## config.mk

```make
export PLATFORM = sky130hd
export DESIGN_NAME = icache_flat
export DESIGN_NICKNAME = d
export VERILOG_FILES = /design/src/rtl/icache_pkg.sv /design/src/rtl/icache_if.sv /design/src/rtl/icache_array.sv /design/src/rtl/icache.sv /design/src/flat_wrapper.sv
export SDC_FILE = /design/constraint.sdc
export NUM_CORES = 2
export LEC_CHECK = 0
export CORE_ASPECT_RATIO = 1.1
export CORE_UTILIZATION = 35
export CTS_BUF_LIST = sky130_fd_sc_hd__clkbuf_16
export CTS_CLUSTER_SIZE = 30
export DETAILED_ROUTE_END_ITERATION = 6
export PLACE_DENSITY = 0.58
export SYNTH_ARGS = -nofsm -noshare
export SYNTH_HDL_FRONTEND = slang
export SYNTH_HIERARCHICAL = 1
export SYNTH_SLANG_ARGS = --single-unit
```

## constraint.sdc

```tcl
create_clock -name clk_in -period 8.3 [get_ports clk_in]
set_input_delay 1.66 -clock clk_in [delete_from_list [all_inputs] [get_ports clk_in]]
set_output_delay 1.66 -clock clk_in [all_outputs]
set_load 0.01 [all_outputs]
```

## src/rtl/icache_pkg.sv

```systemverilog
// rtl/icache_pkg.sv - icache geometry constants and FSM state encoding
package icache_pkg;

   localparam int ICACHE_INDEX_WIDTH = 6;
   localparam int ADDR_WIDTH         = 18;
   localparam int ICACHE_TAG_WIDTH   = ADDR_WIDTH - ICACHE_INDEX_WIDTH - 2;
   localparam int ICACHE_LINES       = 1 << ICACHE_INDEX_WIDTH;

   typedef enum logic {
      ICACHE_IDLE = 1'b0,
      ICACHE_MISS = 1'b1
   } icache_state_e;

endpackage

```

## src/rtl/icache_if.sv

```systemverilog
// rtl/icache_if.sv - word fetch request/response bus (decoder side and memctrl side)
interface icache_if;

   logic        enable;
   logic [31:0] addr;
   logic        ready;
   logic [31:0] data;

   modport master (
      output enable,
      output addr,
      input  ready,
      input  data
   );

   modport slave (
      input  enable,
      input  addr,
      output ready,
      output data
   );

endinterface

```

## src/rtl/icache_array.sv

```systemverilog
// rtl/icache_array.sv - direct-mapped valid/tag/data storage, async read, sync write
module icache_array
   import icache_pkg::*;
(
   input  logic                          clk_in,
   input  logic                          rst_in,
   input  logic [ICACHE_INDEX_WIDTH-1:0] rd_index,
   output logic                          rd_valid,
   output logic [ICACHE_TAG_WIDTH-1:0]   rd_tag,
   output logic [31:0]                   rd_data,
   input  logic                          wr_en,
   input  logic [ICACHE_INDEX_WIDTH-1:0] wr_index,
   input  logic [ICACHE_TAG_WIDTH-1:0]   wr_tag,
   input  logic [31:0]                   wr_data
);

   logic [ICACHE_LINES-1:0]     valid;
   logic [ICACHE_TAG_WIDTH-1:0] tag_mem  [ICACHE_LINES];
   logic [31:0]                 data_mem [ICACHE_LINES];

   always_ff @(posedge clk_in) begin
      if (rst_in) begin
         valid <= '0;
      end else if (wr_en) begin
         valid[wr_index] <= 1'b1;
      end
   end

   // Tag and data are left unreset; the valid bit alone guards them.
   always_ff @(posedge clk_in) begin
      if (!rst_in && wr_en) begin
         tag_mem[wr_index]  <= wr_tag;
         data_mem[wr_index] <= wr_data;
      end
   end

   assign rd_valid = valid[rd_index];
   assign rd_tag   = tag_mem[rd_index];
   assign rd_data  = data_mem[rd_index];

endmodule

```

## src/rtl/icache.sv

```systemverilog
// rtl/icache.sv - direct-mapped instruction cache between decoder fetch and memctrl
module icache
   import icache_pkg::*;
(
   input  logic     clk_in,
   input  logic     rst_in,
   input  logic     rdy_in,
   input  logic     clear,
   icache_if.slave  fetch,
   icache_if.master mem
);

   icache_state_e state_q, state_d;
   logic          if_ready_q, if_ready_d;
   logic [31:0]   inst_q, inst_d;
   logic          mem_en_q, mem_en_d;
   logic [31:0]   mem_addr_q, mem_addr_d;

   logic                        rd_valid;
   logic [ICACHE_TAG_WIDTH-1:0] rd_tag;
   logic [31:0]                 rd_data;
   logic                        wr_en;
   logic                        hit;
   logic                        accept;

   icache_array u_array (
      .clk_in   (clk_in),
      .rst_in   (rst_in),
      .rd_index (fetch.addr[ICACHE_INDEX_WIDTH+1:2]),
      .rd_valid (rd_valid),
      .rd_tag   (rd_tag),
      .rd_data  (rd_data),
      .wr_en    (wr_en),
      .wr_index (mem_addr_q[ICACHE_INDEX_WIDTH+1:2]),
      .wr_tag   (mem_addr_q[ADDR_WIDTH-1:ICACHE_INDEX_WIDTH+2]),
      .wr_data  (mem.data)
   );

   assign hit = rd_valid && (rd_tag == fetch.addr[ADDR_WIDTH-1:ICACHE_INDEX_WIDTH+2]);

   // Blocking acceptance while if_ready is high forces a bubble so a held request cannot double-fetch.
   assign accept = (state_q == ICACHE_IDLE) && fetch.enable && !if_ready_q && !clear;

   always_ff @(posedge clk_in) begin
      if (rst_in) begin
         state_q    <= ICACHE_IDLE;
         if_ready_q <= 1'b0;
         inst_q     <= '0;
         mem_en_q   <= 1'b0;
         mem_addr_q <= '0;
      end else if (rdy_in) begin
         state_q    <= state_d;
         if_ready_q <= if_ready_d;
         inst_q     <= inst_d;
         mem_en_q   <= mem_en_d;
         mem_addr_q <= mem_addr_d;
      end
   end

   always_comb begin
      state_d = state_q;
      case (state_q)
         ICACHE_IDLE: begin
            if (accept && !hit) begin
               state_d = ICACHE_MISS;
            end
         end
         ICACHE_MISS: begin
            if (clear || mem.ready) begin
               state_d = ICACHE_IDLE;
            end
         end
         default: state_d = ICACHE_IDLE;
      endcase
   end

   // The miss address register doubles as the latched fill index/tag.
   always_comb begin
      if_ready_d = 1'b0;
      inst_d     = inst_q;
      mem_en_d   = mem_en_q;
      mem_addr_d = mem_addr_q;
      wr_en      = 1'b0;
      case (state_q)
         ICACHE_IDLE: begin
            mem_en_d = 1'b0;
            if (accept) begin
               if (hit) begin
                  if_ready_d = 1'b1;
                  inst_d     = rd_data;
               end else begin
                  mem_en_d   = 1'b1;
                  mem_addr_d = fetch.addr & ~32'h3;
               end
            end
         end
         ICACHE_MISS: begin
            if (clear) begin
               mem_en_d = 1'b0;
            end else if (mem.ready) begin
               wr_en      = rdy_in;
               if_ready_d = 1'b1;
               inst_d     = mem.data;
               mem_en_d   = 1'b0;
            end
         end
         default: mem_en_d = 1'b0;
      endcase
   end

   assign fetch.ready = if_ready_q;
   assign fetch.data  = inst_q;
   assign mem.enable  = mem_en_q;
   assign mem.addr    = mem_addr_q;

endmodule

```

## src/flat_wrapper.sv

```systemverilog
// flat-port wrapper written by rule: the top's interface ports become plain ports
module icache_flat import icache_pkg::*;
  (clk_in, rst_in, rdy_in, clear, fetch_enable, fetch_addr, fetch_ready, fetch_data, mem_enable, mem_addr, mem_ready, mem_data);
  icache_if fetch_i ();
  icache_if mem_i ();
  input  logic clk_in;
  input  logic rst_in;
  input  logic rdy_in;
  input  logic clear;
  input wire logic [$bits(fetch_i.enable)-1:0] fetch_enable;
  input wire logic [$bits(fetch_i.addr)-1:0] fetch_addr;
  output wire logic [$bits(fetch_i.ready)-1:0] fetch_ready;
  output wire logic [$bits(fetch_i.data)-1:0] fetch_data;
  output wire logic [$bits(mem_i.enable)-1:0] mem_enable;
  output wire logic [$bits(mem_i.addr)-1:0] mem_addr;
  input wire logic [$bits(mem_i.ready)-1:0] mem_ready;
  input wire logic [$bits(mem_i.data)-1:0] mem_data;
  assign fetch_i.enable = fetch_enable;
  assign fetch_i.addr = fetch_addr;
  assign fetch_ready = fetch_i.ready;
  assign fetch_data = fetch_i.data;
  assign mem_enable = mem_i.enable;
  assign mem_addr = mem_i.addr;
  assign mem_i.ready = mem_ready;
  assign mem_i.data = mem_data;
  icache u_core (.clk_in(clk_in), .rst_in(rst_in), .rdy_in(rdy_in), .clear(clear), .fetch(fetch_i), .mem(mem_i));
endmodule
```

Yosys cells after proc, flatten, opt, wreduce, memory -nomap -nowiden

Memories as Yosys holds them, arrays and structs flattened.
Cells that the tools add are included.

Bits in registers: 129
Bits in writable memories: 2688
Output and inout port bits: 66
Logic and storage cells: 62
Memories: 2

Memories:

| name                    | depth | width | read ports | clocked after Yosys merged registers in | write ports | RTL line           | RTL |
|---|---|---|---|---|---|---|---|
| u_core.u_array.data_mem | 64    | 32    | 1          | 0                                       | 1           | icache_array.sv:19 | `logic [31:0] data_mem [ICACHE_LINES];` |
| u_core.u_array.tag_mem  | 64    | 10    | 1          | 0                                       | 1           | icache_array.sv:18 | `logic [ICACHE_TAG_WIDTH-1:0] tag_mem [ICACHE_LINES];` |

Order comparisons: 3
Equality and inequality tests: 6
Multiplexer cells: 27
Bitwise logic cells: 3
Reductions and logical operators: 15

Operator list:

| operator                                                                             | number |
|---|---|
| 32-bit 2-to-1 mux                                                                    | 4 |
| 64-bit bitwise OR                                                                    | 1 |
| 32-bit case mux with 2 select lines                                                  | 1 |
| 1-bit 2-to-1 mux                                                                     | 17 |
| 6-bit by 7-bit less-than comparator with 1-bit output (second input constant)        | 2 |
| 10-bit == test                                                                       | 1 |
| 1-bit logical AND                                                                    | 7 |
| 1-bit binary-select mux with 6-bit select                                            | 1 |
| 1-bit demux with 6-bit select                                                        | 1 |
| 6-bit by 1-bit greater-or-equal comparator with 1-bit output (second input constant) | 1 |
| 1-bit case mux with 2 select lines                                                   | 3 |
| 5-bit AND reduction                                                                  | 1 |
| 1-bit logical NOT                                                                    | 4 |
| 2-bit by 1-bit != test with 1-bit output (second input constant)                     | 2 |
| 2-bit != test (second input constant)                                                | 2 |
| 4-bit AND reduction                                                                  | 1 |
| 3-bit != test (second input constant)                                                | 1 |
| 1-bit NOT                                                                            | 2 |
| 2-bit AND reduction                                                                  | 1 |
| 1-bit logical OR                                                                     | 1 |

Logic depth before layout (Yosys ltp)

Word-level depth: 7
Gate-level depth with buffers: 17
Gate-level depth less buffers: 10

Modules after synthesis

The synthesis kept the hierarchy.

Modules (own cells, without submodules):

| module       | times used | cells each | area an instance (um2) | sequential area each (um2) |
|---|---|---|---|---|
| icache_array | 1          | 4522       | 104453.9               | 81998.6 |
| icache       | 1          | 280        | 2965.3                 | 1301.2 |

Worst setup path before layout

OpenSTA, ideal clock, no wires.

Path type: input-to-reg
Start point: input clear
End point: memory u_core.u_array.data_mem[10][0], enable pin
Setup time: 0.442 ns
Data arrival time: 4.848 ns
Setup slack: 3.011 ns
Stages: 7
Cells stage by stage: nand2b_1 > nor2_1 > buf_2 > nor2b_1 > nand3_1 > clkbuf_1 > nor2_1

Longest elaborated chain between the ends: 5

Ends and longest elaborated chain:

| item                                   | RTL line           | RTL |
|---|---|---|
| start: declaration                     | flat_wrapper.sv:9  | `input logic clear;` |
| 1-bit 2-to-1 mux                       | icache.sv:98       | `if (clear) begin` |
| 1-bit 2-to-1 mux                       | icache.sv:84       | `case (state_q)` |
| named net u_core.wr_en                 | icache.sv:22       | `logic wr_en;` |
| 1-bit logical AND                      | icache_array.sv:31 | `if (!rst_in && wr_en) begin` |
| 1-bit 2-to-1 mux                       | icache_array.sv:31 |  |
| 1-bit 2-to-1 mux (not written as such) | icache_array.sv:33 | `data_mem[wr_index] <= wr_data;` |
| end: declaration                       | icache_array.sv:19 |  |

The timed path passes the listed nets, and every way through them passes these cells.

Final worst setup path

Start point: input fetch_addr[7]
End point: register u_core.inst_q[6], in the netlist u_core/fetch.data[6]

Longest elaborated chain between the ends: 5

Ends and longest elaborated chain:

| item                                               | RTL line           | RTL |
|---|---|---|
| start: declaration                                 | flat_wrapper.sv:11 | `input wire logic [$bits(fetch_i.addr)-1:0] fetch_addr;` |
| memory read 64 x 10 bit                            | --                 |  |
| named net u_core.rd_tag[1]                         | icache.sv:20       | `logic [ICACHE_TAG_WIDTH-1:0] rd_tag;` |
| 10-bit == test                                     | icache.sv:39       | `assign hit = rd_valid && (rd_tag == fetch.addr[ADDR_WIDTH-1:ICACHE_INDEX_WIDTH+2]);` |
| 1-bit logical AND                                  | icache.sv:39       |  |
| 2-bit by 1-bit != test with 1-bit output (no line) | --                 |  |
| 5-bit AND reduction (no line)                      | --                 |  |
| end signal: assignment                             | icache.sv:54       | `inst_q <= inst_d;` |
| end: declaration                                   | icache.sv:15       | `logic [31:0] inst_q, inst_d;` |

The timed path passes the listed nets, and every way through them passes these cells. The select of a mux whose other input is x is not followed.
A chain may end at the register's enable or synchronous reset.

==> qor.yml <==
syn-instance-count: 4802
power_switching_mw: 6.27
place_ws_ps: 1870
post-route-min-period_ps: 5640
synth_cell_types: 41
ys_ff_latch: 2817
fin_setup_tns_ps: 0
port-buffer-count: 131
finalCritPeriodShare_pct: 68.0
grt_util_all_layers_pct: 19.4
fmax_mhz: 177
grt_pass1_wl_um: 420000
initial_core_util_pct: 35.3
fillers: 26600
pwr-share-comb_pct: 4.7
multi_input_area_sq_mm: 0.0230
synthFlopType: "edfxtp_1"
maxSlewViolCount: 0
first_pass_iters: 6
worst_setup_path_end_kind: "flop"
max-cap-violations: 0
io_pins: 136
clk_pin_slew_ps: 60
area_growth_pct: 15.4
via_count: 52900
synth-async-reset-ratio_pct: 0
syn_area_per_cell_sq_um: 22.4
drc: 0
yosys_warnings: 6
post_cts_buffers: 0
rrSetupSlack_ps: 3860
p_sw_share_pct: 21.2
cts_resized: 0
drive_gt1_share_pct: 29.2
holdBufCountCts: 0
htree_levels: 5
status: "complete, no violations"
antenna_found_initial: 23
clk_latency_ps: 850
worst-setup-path-type: "input pin to flop"
slew_headroom_pct: 7.31
worst_pin_slew_ps: 1390
netlist_area_sq_mm: 0.107
core_area_sq_mm: 0.304
rows: 212
synth-seq-area-share_pct: 77.5
seq_power_share_pct: 52.6
die_h_um: 583
leakagePower_nw: 37.4
cts_tree: "done"
fin_cells: 9453
fin_worst_skew_ps: 56.5
seqCellArea_sq_mm: 0.0833
gp_congestion: 0.783
ir_worst_vdd_uv: 140
grt_max_degree: 83
cp.required_ps: 8970
dieArea_sq_mm: 0.309
rsz0062_at_grt: "false"
ant_nets: 0
worstHoldPathType: "flop to flop"
root_buffer: "clkbuf_16"
pwr_density_cell_mw_per_mm2: 239
start_kind: "input pin"
hold_viol_final: 0
post-place-cells: 8935
cts_inserted_buffers: 291
cts.sinks: 2817
place_hpwl_um: 174000
postLayoutSetupSlackWorst_ps: 2660
report.final.setup_viol: 0
critPathMaxFanout: 32
grt-ovfl-total: 0
worstPathArrival_ps: 6310
die-width_um: 530
internal_power_mw: 23.3
synth_edf_count: 2688
fin_nets: 5232
power.share.clock_pct: 42.8
drt_iter0_drc: 6344
clockBufferDepth: 4
grt_pass1_vias: 53500
via_per_inst: 5.59
finalWirelength_um: 302000
wl_per_cell_um: 32.0
registers in the layout, summed over array words and instances (netlist names):
signal / flops
u_core/u_array/tag_mem: 640
u_core/fetch.ready: 1
u_core/u_array/data_mem: 2048
u_core/mem.enable: 1
u_core/fetch.data: 32
u_core/u_array/valid: 64
u_core/state_q: 1
u_core/mem.addr: 30
cell type report:
class / count / share of cell area [%]
Antenna cell: 7 / 0.0141
Sequential cell: 2817 / 67.2
Timing Repair Buffer: 358 / 2.52
Clock buffer: 304 / 6.14
Multi-Input combinational cell: 1628 / 18.5
Clock inverter: 207 / 1.24
Inverter: 66 / 0.206
Tap cell: 4066 / 4.11
stage by stage:
step                utilization (%)  total power [mW]  instance area, sq um  hold WS, ps
detailed placement             37.7              17.2                115000          459
CTS                            40.7              29.8                124000          468
floorplan                         -              16.6                107000          449
global placement               37.7              17.2                115000          448
global route                   40.7              30.4                124000          484
finish                         40.7              29.6                124000          472
layer usage:
| layer | vias to the layer above | part of all wire, % | wire length [um] | GRT usage [%] |
|---|---|---|---|---|
| li1 | 21100 | - | - | - |
| met1 | 29200 | 40 | 121000 | 26.3 |
| met2 | 2201 | 50 | 150000 | 32.3 |
| met3 | 445 | 7.1 | 21600 | 2.82 |
| met4 | 2 | 3.2 | 9660 | 6.03 |
| met5 | - | 0.0043 | 13 | 0 |
critical path: stages:
cell	delay, ps
clkdlybuf4s50_1	450
buf_4	360
nand2b_2	600
buf_4	380
o221ai_1	180
a21oi_1	560
a21oi_1	80
nor2_1	280
xnor2_1	170
nand4_1	250
nor4_4	320
or2_2	760
a211oi_1	180
power by group through the flow:
stage | sequential [mW] | combinational (mW) | clock, mW
2_1_floorplan | 15.9 | 0.726 | 0
3_3_place_gp | 15.9 | 1.38 | 0
3_5_place_dp | 15.9 | 1.40 | 0
4_1_cts | 15.5 | 1.40 | 12.9
5_1_grt | 15.5 | 1.44 | 13.4
6_report | 15.5 | 1.38 | 12.7
cells by family (layout without fill, tap and decap cells):
logic type / after synthesis / after routing / synth area share [%]
AND/OR/NAND/NOR: 315 / 315 / 1.31
XOR/XNOR: 10 / 10 / 0.0815
buffers and inverters: 358 / 935 / 1.53
other: 1 / 9 / 0.00349
AO/OA/AOI/OAI: 401 / 401 / 2.47
multiplexers: 900 / 900 / 17.1
flip-flops: 2817 / 2817 / 77.5
synth_stat cells, types with 8 or more instances:
cell | n | area share [%]
a31oi_1 | 17 | 0.099
edfxtp_1 | 2688 | 75
a211oi_2 | 24 | 0.28
o21ai_0 | 46 | 0.21
o22ai_1 | 202 | 1.2
clkbuf_1 | 129 | 0.45
dfxtp_1 | 129 | 2.4
buf_1 | 40 | 0.14
nand2_1 | 45 | 0.16
buf_2 | 78 | 0.36
o221ai_1 | 42 | 0.34
buf_4 | 38 | 0.27
nor3_1 | 43 | 0.20
a211oi_1 | 8 | 0.056
a21oi_1 | 59 | 0.27
nand2b_1 | 9 | 0.052
nor2_1 | 177 | 0.62
mux2i_1 | 100 | 0.93
xnor2_1 | 10 | 0.082
mux4_2 | 738 | 15
mux2_2 | 62 | 0.65
inv_1 | 65 | 0.23
final timing paths:
path / from / to / cells after the start
setup reg to reg: u_core/state_q$_SDFFE_PP0P_ / u_core/u_array/data_mem[26][23]$_DFFE_PP_ / 7
hold reg to reg: u_core/mem.enable$_SDFFE_PP0P_ / u_core/mem.enable$_SDFFE_PP0P_ / 2
hold / removal: u_core/mem.enable$_SDFFE_PP0P_ / u_core/mem.enable$_SDFFE_PP0P_ / 2
setup / recovery: fetch_addr[7] / u_core/fetch.data[6]$_SDFFE_PP0P_ / 13
placed cells by master (no fill, tap or decap), types with 43 or more instances in the layout:
cell type and n:
edfxtp_1 2688, mux4_2 738, clkbuf_16 304, buf_4 208, o22ai_1 202, inv_1 130
dfxtp_1 118, nor2_1 112, mux2i_1 100, clkdlybuf4s50_1 93, nor2_4 65, mux2_2 62
a21oi_1 59, clkinv_1 58, o21ai_0 46, nand2_1 44, nor3_1 43
Note: power is estimated with default switching activity, not from simulation.
